## src/rtl/vseq_pkg.sv

```systemverilog
`default_nettype none
// ============================================================================
//  Module      : vseq_pkg
//  Description : Shared types and constants for the vector op sequencer:
//                FSM state encoding, ALU op / register select codes and the
//                latched command record.
//  Revision    : 1.0  initial release
// ============================================================================
package vseq_pkg;

    // Word-address width of the processor memory (512 words).
    localparam int VSEQ_ADDR_W = 9;

    // Sequencer states, explicitly encoded.
    typedef enum logic [2:0] {
        IDLE  = 3'd0,
        LD_A1 = 3'd1,
        LD_A2 = 3'd2,
        EXEC  = 3'd3,
        ST_A3 = 3'd4,
        ST_A4 = 3'd5,
        DONE  = 3'd6
    } vseq_state_t;

    // ALU operation codes.
    localparam logic OP_ADD = 1'b0;
    localparam logic OP_MUL = 1'b1;

    // Register-file select: low pair (A1/A3) or high pair (A2/A4).
    localparam logic SEL_LO = 1'b0;
    localparam logic SEL_HI = 1'b1;

    // One accepted command, captured on the accepting edge.
    typedef struct packed {
        logic [VSEQ_ADDR_W-1:0] src_a;
        logic [VSEQ_ADDR_W-1:0] src_b;
        logic [VSEQ_ADDR_W-1:0] dst;
        logic                   op;
        logic                   store_hi;
    } vseq_cmd_t;

    localparam int VSEQ_CMD_W = $bits(vseq_cmd_t);

endpackage : vseq_pkg
`default_nettype wire

```

## src/rtl/vseq_cmd_fifo.sv

```systemverilog
`default_nettype none
// ============================================================================
//  Module      : vseq_cmd_fifo
//  Description : Two-entry command FIFO for the vector op sequencer. A push
//                on a full FIFO is accepted when a pop happens in the same
//                cycle (pop first). Only built when VSEQ_CMD_FIFO_EN is
//                defined, since it is only instantiated in that build.
//  Revision    : 1.0  initial release
// ============================================================================
`ifdef VSEQ_CMD_FIFO_EN
module vseq_cmd_fifo
    import vseq_pkg::*;
#(
    parameter int WIDTH = VSEQ_CMD_W
) (
    input  logic             clk,
    input  logic             rst,
    input  logic             push,
    input  logic [WIDTH-1:0] din,
    input  logic             pop,
    output logic [WIDTH-1:0] dout,
    output logic             empty,
    output logic             full
);

    logic [WIDTH-1:0] r_mem [2];
    logic             r_rd_ptr;
    logic             r_wr_ptr;
    logic [1:0]       r_count;
    logic             w_do_pop;
    logic             w_do_push;

    assign empty     = (r_count == 2'd0);
    assign full      = (r_count == 2'd2);
    assign dout      = r_mem[r_rd_ptr];
    assign w_do_pop  = pop && !empty;
    assign w_do_push = push && (!full || w_do_pop);

    // Storage array; contents are don't-care until written.
    always_ff @(posedge clk) begin
        if (w_do_push) begin
            r_mem[r_wr_ptr] <= din;
        end
    end

    // Pointer and occupancy tracking; reset empties the FIFO.
    always_ff @(posedge clk) begin
        if (rst) begin
            r_rd_ptr <= 1'b0;
            r_wr_ptr <= 1'b0;
            r_count  <= 2'd0;
        end else begin
            if (w_do_push) begin
                r_wr_ptr <= ~r_wr_ptr;
            end
            if (w_do_pop) begin
                r_rd_ptr <= ~r_rd_ptr;
            end
            case ({w_do_push, w_do_pop})
                2'b10:   r_count <= r_count + 2'd1;
                2'b01:   r_count <= r_count - 2'd1;
                default: r_count <= r_count;
            endcase
        end
    end

endmodule : vseq_cmd_fifo
`endif
`default_nettype wire

```

## src/rtl/vector_op_sequencer.sv

```systemverilog
`default_nettype none
// ============================================================================
//  Module      : vector_op_sequencer
//  Description : Command-level controller for the 512-bit vector datapath.
//                Accepts a command and steps the processor control pins
//                through load A1, load A2, execute, store A3 (and A4).
//                Optional macro VSEQ_CMD_FIFO_EN adds a 2-entry command
//                FIFO so commands can be accepted while busy.
//  Revision    : 1.0  initial release
// ============================================================================
module vector_op_sequencer
    import vseq_pkg::*;
#(
    // The command record is sized from VSEQ_ADDR_W, so ADDR_W must match it.
    parameter int ADDR_W     = VSEQ_ADDR_W,
    parameter int MEM_RD_LAT = 1,
    parameter int ALU_LAT    = 1
) (
    input  logic              clk,
    input  logic              rst,
    input  logic              cmd_valid,
    output logic              cmd_ready,
    input  logic [ADDR_W-1:0] cmd_src_a,
    input  logic [ADDR_W-1:0] cmd_src_b,
    input  logic [ADDR_W-1:0] cmd_dst,
    input  logic              cmd_op,
    input  logic              cmd_store_hi,
    output logic [ADDR_W-1:0] proc_address,
    output logic              proc_we,
    output logic              proc_select,
    output logic              proc_op_enable,
    output logic              proc_op,
    output logic              busy,
    output logic              done
);

    localparam int WAIT_MAX = (MEM_RD_LAT > ALU_LAT) ? MEM_RD_LAT : ALU_LAT;
    localparam int WAIT_W   = (WAIT_MAX < 1) ? 1 : $clog2(WAIT_MAX + 1);
    localparam logic [WAIT_W-1:0] c_LD_LAST = WAIT_W'(MEM_RD_LAT);
    localparam logic [WAIT_W-1:0] c_EX_LAST = WAIT_W'(ALU_LAT);

    vseq_state_t       r_state;
    vseq_state_t       w_next_state;
    logic [WAIT_W-1:0] r_wait;
    vseq_cmd_t         r_cmd;
    vseq_cmd_t         w_in_cmd;
    vseq_cmd_t         w_new_cmd;
    vseq_cmd_t         w_act_cmd;
    logic              w_accept;
    logic              w_start;

    logic [ADDR_W-1:0] w_address;
    logic              w_we;
    logic              w_select;
    logic              w_op_enable;
    logic              w_op;
    logic              w_done;

    assign w_in_cmd = {cmd_src_a, cmd_src_b, cmd_dst, cmd_op, cmd_store_hi};
    assign w_accept = cmd_valid && cmd_ready;
    assign busy     = (r_state != IDLE);

`ifdef VSEQ_CMD_FIFO_EN
    logic      w_fifo_empty;
    logic      w_fifo_full;
    logic      w_fifo_push;
    logic      w_fifo_pop;
    vseq_cmd_t w_fifo_head;

    // A new command may start from IDLE or straight out of DONE. When the
    // FIFO is empty the incoming command bypasses it so the start latency
    // matches the unqueued build.
    assign cmd_ready   = !w_fifo_full && !rst;
    assign w_start     = ((r_state == IDLE) || (r_state == DONE)) &&
                         (!w_fifo_empty || w_accept);
    assign w_new_cmd   = w_fifo_empty ? w_in_cmd : w_fifo_head;
    assign w_fifo_pop  = w_start && !w_fifo_empty;
    assign w_fifo_push = w_accept && !(w_start && w_fifo_empty);

    vseq_cmd_fifo #(
        .WIDTH (VSEQ_CMD_W)
    ) u_cmd_fifo (
        .clk   (clk),
        .rst   (rst),
        .push  (w_fifo_push),
        .din   (w_in_cmd),
        .pop   (w_fifo_pop),
        .dout  (w_fifo_head),
        .empty (w_fifo_empty),
        .full  (w_fifo_full)
    );
`else
    assign cmd_ready = (r_state == IDLE) && !rst;
    assign w_start   = (r_state == IDLE) && w_accept;
    assign w_new_cmd = w_in_cmd;
`endif

    // Outputs are decoded from the next state, so the command being started
    // this edge must be visible before it lands in r_cmd.
    assign w_act_cmd = w_start ? w_new_cmd : r_cmd;

    // Command latch: captured once when a command starts, held afterwards.
    always_ff @(posedge clk) begin
        if (rst) begin
            r_cmd <= '0;
        end else if (w_start) begin
            r_cmd <= w_new_cmd;
        end
    end

    // State register and per-state wait counter (restarts on every change).
    always_ff @(posedge clk) begin
        if (rst) begin
            r_state <= IDLE;
            r_wait  <= '0;
        end else begin
            r_state <= w_next_state;
            r_wait  <= (w_next_state != r_state) ? '0 : r_wait + 1'b1;
        end
    end

    // Next-state logic.
    always_comb begin
        w_next_state = r_state;
        case (r_state)
            IDLE:    if (w_start) w_next_state = LD_A1;
            LD_A1:   if (r_wait == c_LD_LAST) w_next_state = LD_A2;
            LD_A2:   if (r_wait == c_LD_LAST) w_next_state = EXEC;
            EXEC:    if (r_wait == c_EX_LAST) w_next_state = ST_A3;
            ST_A3:   w_next_state = r_cmd.store_hi ? ST_A4 : DONE;
            ST_A4:   w_next_state = DONE;
            DONE:    w_next_state = w_start ? LD_A1 : IDLE;
            default: w_next_state = IDLE;
        endcase
    end

    // Output decode for the state being entered; address is constant per state.
    always_comb begin
        w_address   = '0;
        w_we        = 1'b0;
        w_select    = SEL_LO;
        w_op_enable = 1'b0;
        w_op        = OP_ADD;
        w_done      = 1'b0;
        case (w_next_state)
            LD_A1: begin
                w_address = w_act_cmd.src_a;
            end
            LD_A2: begin
                w_address = w_act_cmd.src_b;
                w_select  = SEL_HI;
            end
            EXEC: begin
                w_op_enable = 1'b1;
                w_op        = w_act_cmd.op;
            end
            ST_A3: begin
                w_address = w_act_cmd.dst;
                w_we      = 1'b1;
            end
            ST_A4: begin
                w_address = w_act_cmd.dst + ADDR_W'(1);
                w_we      = 1'b1;
                w_select  = SEL_HI;
            end
            DONE: begin
                w_done = 1'b1;
            end
            default: begin
                w_address = '0;
            end
        endcase
    end

    // Registered control outputs; reset clears them on the same edge.
    always_ff @(posedge clk) begin
        if (rst) begin
            proc_address   <= '0;
            proc_we        <= 1'b0;
            proc_select    <= SEL_LO;
            proc_op_enable <= 1'b0;
            proc_op        <= OP_ADD;
            done           <= 1'b0;
        end else begin
            proc_address   <= w_address;
            proc_we        <= w_we;
            proc_select    <= w_select;
            proc_op_enable <= w_op_enable;
            proc_op        <= w_op;
            done           <= w_done;
        end
    end

endmodule : vector_op_sequencer
`default_nettype wire

```

## config.mk

```make
export PLATFORM = sky130hd
export DESIGN_NAME = vector_op_sequencer
export DESIGN_NICKNAME = d
export VERILOG_FILES = /design/src/rtl/vseq_pkg.sv /design/src/rtl/vseq_cmd_fifo.sv /design/src/rtl/vector_op_sequencer.sv
export SDC_FILE = /design/constraint.sdc
export NUM_CORES = 1
export LEC_CHECK = 0
export BUFFER_PORTS_ARGS = -buffer_cell sky130_fd_sc_hd__clkbuf_2
export CORE_ASPECT_RATIO = 1.4
export CORE_UTILIZATION = 45
export DETAILED_ROUTE_END_ITERATION = 10
export PLACE_DENSITY_LB_ADDON = 0.08
export RECOVER_POWER = 100
export SLEW_MARGIN = 20
export SYNTH_ARGS = -nofsm -noshare
export SYNTH_HDL_FRONTEND = slang
export SYNTH_SLANG_ARGS = --single-unit
export TNS_END_PERCENT = 10
```

## constraint.sdc

```tcl
create_clock -name clk -period 2.65 [get_ports clk]
set_input_delay 0.1325 -clock clk [delete_from_list [all_inputs] [get_ports clk]]
set_output_delay 0.1325 -clock clk [all_outputs]
set_load 0.005 [all_outputs]
```

* Yosys cells after proc, flatten, opt, wreduce, memory -nomap -nowiden *
Index checks and enable logic that the tools add are counted.

cells by class
  equality and inequality tests = 13
  reductions and logical operators = 10
  $add $sub $neg = 2
  bitwise logic cells = 1
  multiplexer cells = 13

operators by type and width
  kind                 number
  $pmux 9 s4           1
  $mux 29              1
  $pmux 3 s7           1
  $eq 3x3->1 const B   6
  $eq 3x2->1 const B   4
  $mux 3               4
  $add 9x1->9 const B  1
  $reduce_or 2->1      4
  $eq 3x1->1 const B   2
  $mux 1               5
  $logic_and 1x1->1    3
  $logic_not 3->1      1
  $ne 3x3->1           1
  $reduce_bool 3->1    1
  $mux 2               1
  $add 1x1->1 const B  1
  $logic_not 1->1      1
  $not 1->1            1

storage, ports and cells
  bits in registers = 47
  bits of input ports = 32

* Logic depth before layout (Yosys ltp) *
  depth in word-level cells = 9
  mapped depth = 10

* Least setup slack after synthesis *
No wires, ideal clock.

  kind = register to register
  start point = reg r_state[0]
  end point = reg proc_address[6]
  setup time = 0.092 ns
  period minus slack after synthesis = 2.166 ns
  setup slack = 0.484 ns
  cell stages (with the launch flop) = 11
  data arrival time = 2.074 ns
  cells stage by stage = dfxtp_1 > buf_6 > nor4_4 > and2_1 > buf_6 > mux2_4 > ha_1 > nand3_1 > xnor2_1 > nor2_1 > o32ai_1

RTL lines
  element                 line                        RTL
  start, declared         vector_op_sequencer.sv:42   vseq_state_t r_state;
  start signal, assigned  vector_op_sequencer.sv:117  r_state <= w_next_state;
  end signal, assigned    vector_op_sequencer.sv:185  proc_address <= w_address;
  end, declared           vector_op_sequencer.sv:28   output logic [ADDR_W-1:0] proc_address,

* Worst setup path in the final report *
  start point = reg r_state[2]
  end point = reg proc_address[8]

between the ends
  word-level cells in the longest chain between the ends = 8
  elaborated cells between the ends (all ways) = 23
  classes of those cells = add/sub: 1; eq/ne: 10; mux: 8; reduce/logical: 4

ends and longest elaborated chain
  element                                              line                        RTL
  branches (longest 7 deep; another with $add 9x1->9)  n/a
  $pmux 9 s4 *                                         vector_op_sequencer.sv:145  case (w_next_state)

Every way passes the cells marked *.
A chain may end at the register's enable or synchronous reset.

==> impl_metrics.csv <==
group,metric,value,unit
yosys,async_flop_share,0,%
die,start_util,47.60,%
yosys,syn-num-nets,292,
yosys,ys_ff_latch,47,
setup_path,critPathSlowestCell,"a21boi_2",
layout,diodes,0,
clock_tree,hold_buffers,0,
die,rows,29,
setup_path,required,2.80,ns
detailed_routing,via_per_inst,5.364,
setup_path,setup.worst_path.start_class,"flop",
run,max_cap_violations,0,
setup_path,regToRegSetupSlack,0.42,ns
pwr,power.share.clock,30.9,%
clock_tree,cts.clk_slew.worst_paths,0.09,ns
setup_path,crit_top_cell,"clkbuf_1",
placed_design,dpl.hpwl,3596,um
pwr,p_per_area,568.6,nW/um2
clock_tree,cts_max_level,2,
pwr,peakVddDrop,0.0002945,V
yosys,synthCells,259,
detailed_routing,post_drt_wl_per_cell,14.51,um
setup_path,crit_start,"r_state[2]",
yosys,ys_types,47,
setup_path,setup.worst_path.end,"proc_address[8]",
placed_design,routabilityCongestion,0.8661,
yosys,synth_edf_count,0,
setup_path,rr_worst_depth,6,
global_route,antenna_found_initial,0,
yosys,synth.avg_cell_area,8.469,um2
timing,grt_setup_unrepaired,"no",
hold_path,hp-class,"primary input to flop",
die,dieWidth,61.01,um
clock_tree,cts_setup_buffers,0,
detailed_routing,drt_wl_total,5297,um
pwr,seq_power_share,53.8,%
status,outcome,"finished, final reports clean",
clock_tree,root_buffer,"clkbuf_8",
timing,hold-worst-slack,0.01871,ns
global_route,grt_max_degree,40,
global_route,grt_pass1_vias,1822,
die,fp.dieH,84.61,um
clock_tree,cts_sinks,47,
yosys,synthFlopType,"dfxtp_1",
yosys,syn_area,2193,um2
yosys,synth_area_leaders,"dfxtp_1, a21oi_1, nand2_1",
pwr,p_sw_share,27.61,%
pwr,p_int,0.001036,W
setup_path,worstPathCellList,"clkbuf_1 -> nand3_1 -> clkbuf_1 -> or2_2 -> a21boi_2 -> o32ai_1",
layout,multi_input_area,1124,um2
layout,fin_nets,336,
yosys,yosysWarningCount,0,
setup_path,max_stage_delay,0.49,ns
yosys,synth_top_cell_by_area,"dfxtp_1",
layout,fin_cells,365,
global_route,grt_usage,22.94,%
clock_tree,cts_resized,0,
clock_tree,cts_tree,"built",
pwr,p_sw,0.0003950,W
die,die_area,5161,um2
placed_design,dp_cells,358,
timing,worst_pin_slew,0.7894,ns
timing,setup_viol,0,
setup_path,rr_startpoint,"r_state[2]",
global_route,grt_overflow,0,
detailed_routing,vias,1958,
die,num_io_pins,48,
detailed_routing,drcViolationCount,0,
die,core_area,4608,um2
layout,regArea,940.9,um2
yosys,yosysTopAreaCellShare,42.90,%
hold_path,worstHoldStart,"cmd_store_hi",
clock_tree,clk_latency,0.30,ns
timing,fmax,0.4489,GHz
setup_path,crit_arrival,2.38,ns
detailed_routing,drtIter0Drc,102,
timing,drv_slew,0,
detailed_routing,drt-pass1-iter-count,4,
pwr,power.total,0.001431,W
global_route,grt_pass1_wl,8811,um
timing,tns,0,ns
timing,slew_headroom,47.38,%
detailed_routing,drtAntennaViolNets,0,
layout,fill_cells,491,
pwr,combPwrFrac,15.3,%
layout,drive_gt1_share,19.47,%
timing,post-route-period-util,84.07,%
setup_path,cp_max_fo,16,
yosys,synth-seq-area-share,42.90,%
clock_tree,cts_buffers,5,
setup_path,r2r_end,"proc_address[8]",
placed_design,port_buffers,47,
setup_path,endpoint_kind,"flop",
setup_path,path_class,"flop to flop",
timing,period_minus_slack,2.228,ns
timing,worst_slack,0.4222,ns
timing,finalHoldViolCount,0,
clock_tree,ctsLongestPathBuffers,2,
pwr,p_leak,1.003,nW
timing,fin_worst_skew,0.006165,ns
layout,area_growth,14.72,%
placed_design,dp_slack,0.5191,ns
-- critical path: cells and delay by family, from the launching register on --
kind                   cells  cell delay [ns]
and+or+nand+nor            2             0.43
DFF                        1             0.34
AOI/OAI and AO/OA          2             0.68
buffers and inverters      2             0.63
-- power groups by stage --
stage / Combinational, W / Clock (W) / Sequential [W]
after floorplan: 0.000162 / 0 / 0.000774
after global placement: 0.000224 / 0 / 0.000785
after detailed placement: 0.000225 / 0 / 0.000786
after CTS: 0.000227 / 0.000454 / 0.000769
after global routing: 0.000246 / 0.000485 / 0.000775
final: 0.000218 / 0.000443 / 0.000770
-- layer usage --
| layer | track usage, % | vias to the layer above | routed length, um | share of wire [%] |
|---|---|---|---|---|
| met2 | 37.46 | 42 | 2686 | 51 |
| met4 | 8.471 | 0 | 73 | 1.4 |
| met5 | 0 | - | 0 | 0 |
| li1 | - | 996 | - | - |
| met1 | 29.21 | 913 | 2367 | 45 |
| met3 | 4.468 | 7 | 170 | 3.2 |
-- stage by stage --
step,utilization (%),cell area (um2)
2_1_floorplan,-,2193
3_5_place_dp,53.49,2465
6_report,54.60,2516
4_1_cts,55.39,2552
5_1_grt,54.60,2516
3_3_place_gp,53.49,2465
-- Yosys cell counts, types with 2 or more instances --
cell       n
nor3b_1    2
inv_1      4
buf_6      3
a21oi_1   33
xor2_1     3
and3_1     2
a21boi_1   2
a31oi_1    4
clkbuf_1   8
nor2_1    25
o21ai_0    2
nand2b_1   2
nand4_1    5
buf_2      6
a22oi_1    6
o22a_1     4
nand3b_1   4
nor3_1     3
nand3_1    8
nor2b_1    4
xnor2_1    2
and2_1     2
mux2i_1   11
or3_1      4
or3b_1     2
dfxtp_1   47
nand2_1   41
-- cell families (layout without fill, tap and decap cells) --
family	Yosys count	in the layout	synth area share, %
buffers and inverters	22	66	5.134
XOR/XNOR	5	5	1.997
AND/OR/NAND/NOR	108	108	23.90
multiplexers	14	14	7.245
adder cells (fa/ha/maj)	1	1	0.5704
AO/OA/AOI/OAI	62	62	18.25
flip-flops	47	47	42.90
-- state kept, by name, indices dropped and copies added (netlist names) --
signal	cells
r_wait	1
done	1
r_cmd	29
proc_we	1
proc_op	1
proc_select	1
proc_address	9
r_state	3
proc_op_enable	1
-- cells in the final DEF, fill, tap and decap left out, drive strengths merged, types with 3 or more instances in the layout --
| cell | n |
|---|---|
| nand3 | 8 |
| a21boi | 3 |
| o21ai | 3 |
| a21oi | 34 |
| nand3b | 4 |
| mux2i | 11 |
| nand4 | 5 |
| dfxtp | 47 |
| xor2 | 3 |
| o22a | 4 |
| a31oi | 4 |
| inv | 5 |
| nor2b | 4 |
| a22oi | 6 |
| or3 | 4 |
| buf | 4 |
| clkbuf | 56 |
| nor3 | 3 |
| nor2 | 26 |
| nand2 | 42 |
-- layout make-up --
| class | instances | area share [%] |
|---|---|---|
| multi-input combinational | 190 | 44.65 |
| sequential | 47 | 37.39 |
| timing repair buffer | 54 | 10.64 |
| clock buffer | 6 | 3.282 |
| tap | 62 | 3.083 |
| inverter | 5 | 0.7459 |
| clock inverter | 1 | 0.1989 |
-- worst min-delay path by stage --
stage,end,cells after the start
floorplan,r_cmd[0],2
detailed placement,r_cmd[0],3
global route,r_cmd[0],3
CTS,r_cmd[0],3
finish,r_cmd[0],3
global placement,r_cmd[0],3
Note: power is estimated with default switching activity, not from simulation.
